<file path="config.mk">
export PLATFORM = sky130hd
export DESIGN_NAME = flag_register_unit
export DESIGN_NICKNAME = d
export VERILOG_FILES = /design/src/rtl/flag_register_unit.sv
export SDC_FILE = /design/constraint.sdc
export NUM_CORES = 1
export LEC_CHECK = 0
export ABC_AREA = 0
export CAP_MARGIN = 15
export CORE_MARGIN = 2
export CORE_UTILIZATION = 40
export CTS_CLUSTER_SIZE = 12
export DETAILED_ROUTE_END_ITERATION = 16
export GPL_TIMING_DRIVEN = 0
export PLACE_DENSITY = 0.84
export SYNTH_ARGS = -nofsm -noshare
export SYNTH_HDL_FRONTEND = slang
export SYNTH_SLANG_ARGS = --single-unit
</file>
<file path="constraint.sdc">
create_clock -name clk -period 5.6 [get_ports clk]
set_input_delay 0.84 -clock clk [delete_from_list [all_inputs] [get_ports clk]]
set_output_delay 0.84 -clock clk [all_outputs]
set_load 0.05 [all_outputs]
</file>
<file path="src/rtl/flag_register_unit.sv">
// Status-flag register {S,Z,C,V} fed from ALU results, with direct load and a
// 4-deep save/restore stack. Illegal stack requests pulse err for one cycle.
module flag_register_unit (
  input  logic        clk,
  input  logic        rst,
  input  logic        op_valid,
  input  logic [1:0]  op_kind,
  input  logic [15:0] a,
  input  logic [15:0] b,
  input  logic [15:0] res,
  input  logic        c_alu,
  input  logic        wr_en,
  input  logic [3:0]  wr_flag,
  input  logic        push,
  input  logic        pop,
  output logic [3:0]  FLAG,
  output logic [2:0]  depth,
  output logic        stack_full,
  output logic        stack_empty,
  output logic        err
);

  localparam int STACK_DEPTH = 4;

  typedef enum logic [1:0] {
    KIND_ADD   = 2'b00,
    KIND_SUB   = 2'b01,
    KIND_LOGIC = 2'b10,
    KIND_SHIFT = 2'b11
  } op_kind_e;

  logic [3:0] flag_q, flag_d;
  logic [2:0] depth_q, depth_d;
  logic       err_q, err_d;

  logic [3:0] stack_mem [STACK_DEPTH];

  logic       alu_s, alu_z, alu_c, alu_v;
  logic [3:0] alu_flag;
  logic       conflict, pop_ok, push_ok;
  logic [1:0] top_idx;
  logic       unused_operand_bits;

  // Only the sign bits of the operands matter for overflow detection.
  assign unused_operand_bits = ^{a[14:0], b[14:0]};

  always_comb begin
    alu_s = res[15];
    alu_z = (res == 16'h0000);
    alu_c = 1'b0;
    alu_v = 1'b0;
    case (op_kind_e'(op_kind))
      KIND_ADD: begin
        alu_c = c_alu;
        alu_v = (a[15] == b[15]) && (res[15] != a[15]);
      end
      KIND_SUB: begin
        alu_c = c_alu;
        alu_v = (a[15] != b[15]) && (res[15] != a[15]);
      end
      KIND_LOGIC: begin
        alu_c = 1'b0;
        alu_v = 1'b0;
      end
      KIND_SHIFT: begin
        alu_c = c_alu;
        alu_v = 1'b0;
      end
      default: begin
        alu_c = 1'b0;
        alu_v = 1'b0;
      end
    endcase
  end

  assign alu_flag = {alu_s, alu_z, alu_c, alu_v};

  assign stack_full  = (depth_q == 3'd4);
  assign stack_empty = (depth_q == 3'd0);

  assign conflict = push && pop;
  assign pop_ok   = pop && !push && !stack_empty;
  assign push_ok  = push && !pop && !stack_full;

  // Depth 4 wraps to index 0 in two bits, so subtracting one still lands on 3.
  assign top_idx = depth_q[1:0] - 2'd1;

  always_comb begin
    err_d = conflict || (push && stack_full) || (pop && stack_empty);

    flag_d = flag_q;
    if (pop_ok) begin
      flag_d = stack_mem[top_idx];
    end else if (wr_en) begin
      flag_d = wr_flag;
    end else if (op_valid) begin
      flag_d = alu_flag;
    end

    depth_d = depth_q;
    if (pop_ok) begin
      depth_d = depth_q - 3'd1;
    end else if (push_ok) begin
      depth_d = depth_q + 3'd1;
    end
  end

  always_ff @(posedge clk or posedge rst) begin
    if (rst) begin
      flag_q  <= 4'b0000;
      depth_q <= 3'd0;
      err_q   <= 1'b0;
    end else begin
      flag_q  <= flag_d;
      depth_q <= depth_d;
      err_q   <= err_d;
    end
  end

  // Entries need no reset: they are only ever read below the depth pointer.
  always_ff @(posedge clk) begin
    if (push_ok) begin
      stack_mem[depth_q[1:0]] <= flag_q;
    end
  end

  assign FLAG  = flag_q;
  assign depth = depth_q;
  assign err   = err_q;

endmodule

</file>
==> metrics.cfg <==
[clock_tree]
cts_tree = yes
cts_setup_buffers = 0
hold_buffers = 0
ctsRootBufferMaster = clkbuf_4
cts_resized = 0
cts_max_level = 1
clk_path_buf_depth = 2
clk_latency_ns = 0.32
clk_pin_slew_ns = 0.12
cts_buffers = 3
clock-sinks = 24

[final_layout]
finalNonFillerCells = 163
utilization_pct = 59.9
fin_nets = 199
final_layout_size_suffix_gt1_share_pct = 9.85
mostFrequentLayoutCells = clkdlybuf4s50_1 (39), edfxtp_1 (16), dfrtp_1 (8), nand2_1 (7)
layout_commonest_cell = clkdlybuf4s50_1
n_fill_cell = 215
area_growth_pct = 39.7
antennaDiodeCount = 0
fin_area_sq_mm = 0.00169

[detailed_routing]
drt_first_pass_iters = 4
via_per_inst = 5.52
ant_nets = 0
wl_microns = 2730
route.detailed.drc = 0
drt_iter0_drc = 26
wl_per_cell_microns = 16.7
routed-via-count = 899

[critical_path]
reg2reg_slack_ns = 3.38
r2r_end = depth[2]
crit_type = reg -> out
reg2reg_depth = 11
end_kind = output port
worstPathArrival_ns = 2.24
worstReg2RegStart = depth[0]
worst_ep_required_time_ns = 4.76
start_kind = register
crit_fanout = 5

[placed_design]
postPlaceCellArea_sq_mm = 0.00164
port_buffers = 39
gp_congestion = 0.820
hpwl_microns = 2120
dp_cells = 159

[global_route]
antenna_found_initial = 0
grt_pass1_wl_microns = 4310
grt.total_usage_pct = 17.0
overflow = 0
first_global_vias = 946
grt_max_degree = 15

[timing]
fin_crit_sh_pct = 55.1
rsz0062_at_grt = no
slew_headroom_pct = 66.5
layout_min_cycle_time_ns = 3.08
fmax_mhz = 324
worstMarginPinSlew_ns = 0.501
setup_violations = 0
hold_viol = 0
finalSetupTns_ns = 0
drv_slew = 0
clock_skew_ns = 0.0156

[floorplanning]
die_x_microns = 59.1
fp.dieH_microns = 59.1
start_util_pct = 42.9
rows = 19
die_area_sq_mm = 0.00349
fp.coreArea_sq_mm = 0.00283
io_pins = 71

[synth]
synthCells = 89
ys_ff_latch = 24
synthArstFlopShare_pct = 33.3
syn_area_sq_mm = 0.00121
ys.warnings.count = 0
ys.flop_type = edfxtp_1
synth_nets = 155
yosysSeqAreaShare_pct = 56.1
synth_edf_count = 16
synth_cell_types = 30
syn-mean-instance-area_sq_um = 13.6

[status]
status = complete, no violations

[min_path]
min_path_cells = 1
min_to = depth[2]
min-delay-start = depth[2]
hp-class = reg -> reg

[pwr]
powerDensity_mw_per_mm2 = 454
ir_drop_uv = 253
leakagePower_nw = 0.645

[flow_run]
cap_violations = 0

-- where the power goes --
part | switching [mW] | internal, mW
clock | 0.0534 | 0.0724
combinational | 0.210 | 0.161
sequential | 0.0346 | 0.238
-- worst max-delay path, stage by stage, from the launching register on --
cell,delay [ns]
dfrtp_1,0.46
buf_6,0.17
inv_1,0.11
ha_1,0.19
nor2b_2,0.19
clkdlybuf4s50_1,0.82
-- kinds of logic after synthesis --
kind of cell,Yosys count,share of synthesized area (%)
xor+xnor,4,2.89
flops,24,56.1
compound gates,13,7.22
buf+inv,7,3.40
simple gates,29,13.9
fa+ha+maj,5,5.16
mux,7,11.2
-- area by class of cell --
cell class | count | area, sq um | share of cell area [%]
buffer | 3 | 26.3 | 1.55
clock buffer | 3 | 22.5 | 1.33
clock inverter | 1 | 30.0 | 1.77
inverter | 4 | 15.0 | 0.886
multi-input combinational | 58 | 490 | 29.0
sequential | 24 | 681 | 40.2
tap | 31 | 38.8 | 2.29
timing repair buffer | 39 | 390 | 23.0
-- Yosys cell counts, types with 3 or more instances --
| master | number | area, sq um |
|---|---|---|
| inv_1 | 4 | 15.0 |
| ha_1 | 5 | 62.6 |
| dfrtp_1 | 8 | 200 |
| xnor2_1 | 4 | 35.0 |
| and2_1 | 4 | 25.0 |
| nor4_1 | 3 | 18.8 |
| mux4_1 | 3 | 78.8 |
| nand2_1 | 7 | 26.3 |
| edfxtp_1 | 16 | 480 |
| nor2b_1 | 3 | 18.8 |
| o21ai_0 | 5 | 25.0 |
| nor2_1 | 4 | 15.0 |
-- metrics by stage --
step | power [mW] | setup WS (ns) | hold slack (ns)
floorplan | 0.521 | 2.99 | 0.617
global placement | 0.632 | 2.88 | 0.517
detailed placement | 0.646 | 2.86 | 0.525
CTS | 0.772 | 2.50 | 0.542
global route | 0.809 | 2.41 | 0.569
finish | 0.769 | 2.52 | 0.539
-- registers in the layout, summed over array words and instances (netlist names) --
| name | cells |
|---|---|
| stack_mem | 16 |
| FLAG | 4 |
| depth | 3 |
| err | 1 |
-- routing by layer --
metal	wire length (microns)	share of wire (%)	GRT usage, %
met5	0	0	0
met4	91	3.3	8.12
met3	67	2.5	3.49
met2	1430	53	28.7
met1	1140	42	20.8
-- worst max-delay path by stage --
stage / startpoint / end / slack, ns / cells after the start
2_1_floorplan: depth[0] / depth[2] / 2.99 / 11
3_3_place_gp: depth[0] / stack_empty / 2.88 / 5
3_5_place_dp: depth[0] / stack_empty / 2.86 / 5
4_1_cts: depth[0] / stack_empty / 2.50 / 5
5_1_grt: depth[0] / stack_empty / 2.41 / 5
6_report: depth[0] / stack_empty / 2.52 / 5
(Power assumes the default switching activity.)
